### config.mk
export PLATFORM = sky130hd
export DESIGN_NAME = sub32_serial
export DESIGN_NICKNAME = d
export VERILOG_FILES = /design/src/rtl/sub32_pkg.sv /design/src/rtl/cla8_slice.sv /design/src/rtl/sub32_serial.sv
export SDC_FILE = /design/constraint.sdc
export NUM_CORES = 1
export LEC_CHECK = 0
export BUFFER_PORTS_ARGS = -buffer_cell sky130_fd_sc_hd__buf_4
export CAP_MARGIN = 30
export CORE_MARGIN = 2
export CORE_UTILIZATION = 47
export CTS_CLUSTER_SIZE = 12
export DETAILED_ROUTE_END_ITERATION = 10
export GPL_TIMING_DRIVEN = 0
export PLACE_DENSITY = 0.71
export SETUP_SLACK_MARGIN = 0.15
export SLEW_MARGIN = 5
export SYNTH_ARGS = -nofsm -noshare
export SYNTH_HDL_FRONTEND = slang
export SYNTH_HIERARCHICAL = 1
export SYNTH_SLANG_ARGS = --single-unit
### constraint.sdc
create_clock -name clk -period 4.1 [get_ports clk]
set_input_delay 0.41 -clock clk [delete_from_list [all_inputs] [get_ports clk]]
set_output_delay 0.41 -clock clk [all_outputs]
set_load 0.1 [all_outputs]
### src/rtl/sub32_pkg.sv
`default_nettype none
// +----------------------------------------------------------------------+
// | sub32_pkg                                                            |
// | Shared sizing constants and FSM encoding for the serial subtractor.  |
// | Revision: 1.0                                                        |
// +----------------------------------------------------------------------+
package sub32_pkg;

  localparam int WIDTH  = 32;
  localparam int SLICE  = 8;
  localparam int NSLICE = WIDTH / SLICE;
  localparam int IDX_W  = (NSLICE > 1) ? $clog2(NSLICE) : 1;

  typedef enum logic [0:0] {
    IDLE = 1'b0,
    RUN  = 1'b1
  } state_t;

endpackage
`default_nettype wire

### src/rtl/cla8_slice.sv
`default_nettype none
// +----------------------------------------------------------------------+
// | cla8_slice                                                           |
// | Combinational 8-bit generate/propagate carry-lookahead adder slice.  |
// | Revision: 1.0                                                        |
// +----------------------------------------------------------------------+
module cla8_slice (
  input  logic [7:0] a,
  input  logic [7:0] b,
  input  logic       ci,
  output logic [7:0] s,
  output logic       co
);

  logic [7:0] w_g;
  logic [7:0] w_p;
  logic [8:0] w_c;

  assign w_g    = a & b;
  assign w_p    = a ^ b;
  assign w_c[0] = ci;

  // Each carry is a flat sum of products over all lower generate terms.
  generate
    for (genvar i = 0; i < 8; i++) begin : g_carry
      logic w_acc;
      logic w_pp;

      always_comb begin
        w_acc = w_g[i];
        w_pp  = w_p[i];
        for (int j = i - 1; j >= 0; j--) begin
          w_acc = w_acc | (w_pp & w_g[j]);
          w_pp  = w_pp & w_p[j];
        end
        w_acc = w_acc | (w_pp & ci);
      end

      assign w_c[i+1] = w_acc;
    end
  endgenerate

  assign s  = w_p ^ w_c[7:0];
  assign co = w_c[8];

endmodule
`default_nettype wire

### src/rtl/sub32_serial.sv
`default_nettype none
// +----------------------------------------------------------------------+
// | sub32_serial                                                         |
// | Multi-cycle A - B - Bin through one reused 8-bit CLA slice, LSB first|
// | Revision: 1.0                                                        |
// +----------------------------------------------------------------------+
module sub32_serial #(
  parameter int WIDTH = sub32_pkg::WIDTH,
  parameter int SLICE = sub32_pkg::SLICE
) (
  input  logic             clk,
  input  logic             rst_n,
  input  logic             start,
  input  logic [WIDTH-1:0] a,
  input  logic [WIDTH-1:0] b,
  input  logic             bin,
  output logic             busy,
  output logic             done,
  output logic [WIDTH-1:0] d,
  output logic             bout,
  output logic             ovf
);

  import sub32_pkg::*;

  localparam int c_nslice = WIDTH / SLICE;
  localparam int c_idx_w  = (c_nslice > 1) ? $clog2(c_nslice) : 1;

  state_t             r_state;
  state_t             w_next;
  logic [c_idx_w-1:0] r_idx;
  logic [WIDTH-1:0]   r_a;
  logic [WIDTH-1:0]   r_b;
  logic               r_c;
  logic [WIDTH-1:0]   r_shadow;
  logic [WIDTH-1:0]   r_d;
  logic               r_bout;
  logic               r_ovf;
  logic               r_done;

  logic [SLICE-1:0]   w_a_byte;
  logic [SLICE-1:0]   w_nb_byte;
  logic [SLICE-1:0]   w_s;
  logic               w_co;
  logic               w_last;
  logic [WIDTH-1:0]   w_full;

  // Byte mux; the subtrahend byte is inverted here so the slice only adds.
  always_comb begin
    w_a_byte  = '0;
    w_nb_byte = '0;
    for (int k = 0; k < c_nslice; k++) begin
      if (r_idx == c_idx_w'(k)) begin
        w_a_byte  = r_a[k*SLICE +: SLICE];
        w_nb_byte = ~r_b[k*SLICE +: SLICE];
      end
    end
  end

  cla8_slice u_slice (
    .a  (w_a_byte),
    .b  (w_nb_byte),
    .ci (r_c),
    .s  (w_s),
    .co (w_co)
  );

  assign w_last = (r_idx == c_idx_w'(c_nslice - 1));

  // Completed result: shadow bytes below plus the top byte being produced now.
  always_comb begin
    w_full                  = r_shadow;
    w_full[WIDTH-1 -: SLICE] = w_s;
  end

  always_comb begin
    w_next = r_state;
    case (r_state)
      IDLE:    if (start)  w_next = RUN;
      RUN:     if (w_last) w_next = IDLE;
      default: w_next = IDLE;
    endcase
  end

  always_ff @(posedge clk or negedge rst_n) begin
    if (!rst_n) begin
      r_state <= IDLE;
    end else begin
      r_state <= w_next;
    end
  end

  always_ff @(posedge clk or negedge rst_n) begin
    if (!rst_n) begin
      r_idx    <= '0;
      r_a      <= '0;
      r_b      <= '0;
      r_c      <= 1'b0;
      r_shadow <= '0;
      r_d      <= '0;
      r_bout   <= 1'b0;
      r_ovf    <= 1'b0;
      r_done   <= 1'b0;
    end else begin
      r_done <= 1'b0;
      case (r_state)
        IDLE: begin
          if (start) begin
            r_a   <= a;
            r_b   <= b;
            r_c   <= ~bin;
            r_idx <= '0;
          end
        end
        RUN: begin
          for (int k = 0; k < c_nslice; k++) begin
            if (r_idx == c_idx_w'(k)) begin
              r_shadow[k*SLICE +: SLICE] <= w_s;
            end
          end
          r_c   <= w_co;
          r_idx <= r_idx + c_idx_w'(1);
          if (w_last) begin
            r_idx  <= '0;
            r_d    <= w_full;
            r_bout <= ~w_co;
            r_ovf  <= (r_a[WIDTH-1] ^ r_b[WIDTH-1]) & (w_full[WIDTH-1] ^ r_a[WIDTH-1]);
            r_done <= 1'b1;
          end
        end
        default: ;
      endcase
    end
  end

  assign busy = (r_state == RUN);
  assign done = r_done;
  assign d    = r_d;
  assign bout = r_bout;
  assign ovf  = r_ovf;

endmodule
`default_nettype wire

==> results.toml <==
[detailed_routing]
drc = 0
drt-total-wl_um = 12400
vias = 3799
wl_per_cell_um = 17.2
drt-pass1-iter-count = 4
ant_nets = 0
vias_per_cell = 5.28
drt-initial-drc-count = 186

[synthesis]
synth-adder-area-share_pct = 3.24
synth-seq-cells = 127
yosysTopAreaCellShare_pct = 56.4
yosysTopAreaCell = "dfrtp_1"
synthArstFlopShare_pct = 100
yosysSeqAreaShare_pct = 56.4
synth.distinct_cells = 36
synth-edff-count = 0
synth_compound_area_share_pct = 7.94
synth_most_common_cell = "dfrtp_1"
synth.avg_cell_area_sq_um = 12.9
syn_inst = 436
synth_top_family_by_area = "multiplexers"
synth_ff_type = "dfrtp_1"
synth_common_cells = "dfrtp_1 (127), mux2_2 (99), nand2_1 (44)"
muxShareOfSynthArea_pct = 21.1
yosysWarnings = 6
synth.net_count = 518
synth_xor_xnor_area_share_pct = 0.932
synthSimpleGateAreaFrac_pct = 5.81
yosys-top-cells-area = "dfrtp_1 (56%), mux2_2 (20%), nand2_1 (2.9%), ha_1 (2.9%), a221oi_1 (2.5%)"
synth_area_sq_mm = 0.00564

[critical_path]
arrival_ps = 4010
crit_fanout = 10
critPathCaptureType = "flop"
critPathLaunchType = "flop"
critical_path_required_ps = 4420
r2r_slack_ps = 410
path_class = "reg2reg"
cp-startpoint = "r_idx[0]$_DFFE_PN0P_"
crit_end = "ovf$_DFFE_PN0P_"
rr_endpoint = "ovf$_DFFE_PN0P_"
reg2reg_depth = 14
regToRegStartpoint = "r_idx[0]$_DFFE_PN0P_"

[sta]
period_needed_ps = 3690
fin_crit_sh_pct = 90.0
drv_slew = 0
finalSetupViolCount = 0
fmaxAchievable_mhz = 271
rsz0062_at_grt = "false"
clock_skew_ps = 14.2
relSlewSlack_pct = 54.5
worst_slew_pin_slew_ps = 683
fin_ws_ps = 409
fin_setup_tns_ps = 0
hold_viol_final = 0

[layout]
final_util_pct = 60.9
nets = 641
syn_to_final_growth_pct = 28.1
diodes = 0
nFillCells = 959
multiInputGateArea_sq_mm = 0.00221
fin_cells = 719
drive_gt1_share_pct = 46.0
seqCellArea_sq_mm = 0.00318

[place]
dpl_worst_slack_ps = 232
dp_hpwl_um = 9010
place_congestion = 0.792
io_buffers = 103
placed_cells = 687

[worst_hold_path]
holdCritPathClass = "in2async"

[floorplanning]
start_util_pct = 47.5
die-area_sq_mm = 0.0129
fp.coreArea_sq_mm = 0.0119
dieHeight_um = 114
die_x_um = 114
io_pins = 104
core.rowCount = 40

[outcome]
status = "completed"

[global_routing]
grt.overflow.total = 0
antenna_found_initial = 0
grt_max_degree = 76
grt_pass1_vias = 4050
grtUsageTotal_pct = 20.8
grt_pass1_wl_um = 20500

[clocking]
clkSinkCount = 127
cts.path.max_buffers = 2
cts_resized = 0
cts_hold_buf = 0
numCtsBuffers = 17
clk_pin_slew_worst_paths_ps = 50
cts_root_buf = "clkbuf_16"
clock_latency_ps = 410
htreeDepth = 4
cts_tree = "done"
post_cts.repair.setup_buffers = 0

[flow_run]
max_cap_viol_count = 0
-- metrics by stage --
step | cell area, sq um | hold WS, ps
after floorplan | 5640 | 114
after global placement | 6600 | 480
after detailed placement | 6630 | 478
after CTS | 7220 | 41.6
after global routing | 7220 | 67.6
final | 7220 | 13.9
-- area by class of cell --
cell class	instances	share of cell area, %
flip-flops and latches	127	44.0
repair buffers	104	11.1
inverters	25	1.30
clock inverters	13	1.91
clock buffers	19	6.27
plain buffers	23	2.25
well taps	147	2.55
multi-input cells	261	30.6
-- how the worst min path moves through the flow --
stage                             startpoint            endpoint  slack (ps)
final                                  rst_n   d[14]$_DFFE_PN0P_          10
after global routing                   rst_n   d[14]$_DFFE_PN0P_          70
after CTS                              rst_n   d[14]$_DFFE_PN0P_          40
after detailed placement               rst_n   d[14]$_DFFE_PN0P_         480
after global placement    r_b[4]$_DFFE_PN0P_  r_b[4]$_DFFE_PN0P_         480
after floorplan                        rst_n    bout$_DFFE_PN0P_         110
-- layer usage --
| metal | vias up | global-route usage (%) | share of wire [%] | routed length [um] |
|---|---|---|---|---|
| met5 | - | 0 | 0 | 0 |
| met1 | 1890 | 27.4 | 45 | 5530 |
| met4 | 0 | 6.99 | 1.3 | 166 |
| li1 | 1781 | - | - | - |
| met3 | 15 | 4.99 | 4.5 | 557 |
| met2 | 113 | 34.0 | 49 | 6090 |
-- sequential cells by signal, summed over array words and instances (netlist names) --
register  flops
r_idx         2
done          1
r_a          32
busy          1
r_b          32
ovf           1
bout          1
r_shadow     24
d            32
r_c           1
-- worst max-delay path, cell delays in order, from the launching register on --
cell	delay, ps
dfrtp_1	400
inv_1	130
ha_1	300
nor2b_4	250
buf_4	210
a221oi_1	110
o31ai_1	390
ha_1	310
a21oi_2	200
o2111ai_2	180
a221o_1	400
xor2_2	320
nor2b_1	180
a21oi_1	70
o21ai_0	150
-- cells by family after synthesis --
| kind of cell | count (synthesis) |
|---|---|
| XOR/XNOR | 6 |
| buffers and inverters | 48 |
| adder cells (fa/ha/maj) | 14 |
| AO/OA/AOI/OAI | 64 |
| multiplexers | 106 |
| AND/OR/NAND/NOR | 71 |
| flip-flops | 127 |
-- layout by cell type (no fill, tap or decap), types with 4 or more instances in the layout --
cell       synthesis  layout
a21o_1             4       4
a221oi_1          16      16
buf_2              6       6
buf_4              6     108
buf_6              6       7
clkbuf_1           4       4
clkbuf_16          0      17
clkinv_2           0       4
dfrtp_1          127     127
ha_1              13      13
inv_1             24      24
mux2_1             6       6
mux2_2            99      99
nand2_1           44      44
nand2_2            4       4
nor2_1             5       5
nor2b_1           10      10
o21ai_0           19      19
o22ai_1            8       8
o31ai_1            9       9
xnor2_1            4       4
Power is left out: the tool's default activity adds up to more than one toggle a clock period on the data nets, which glitch-free logic cannot reach.
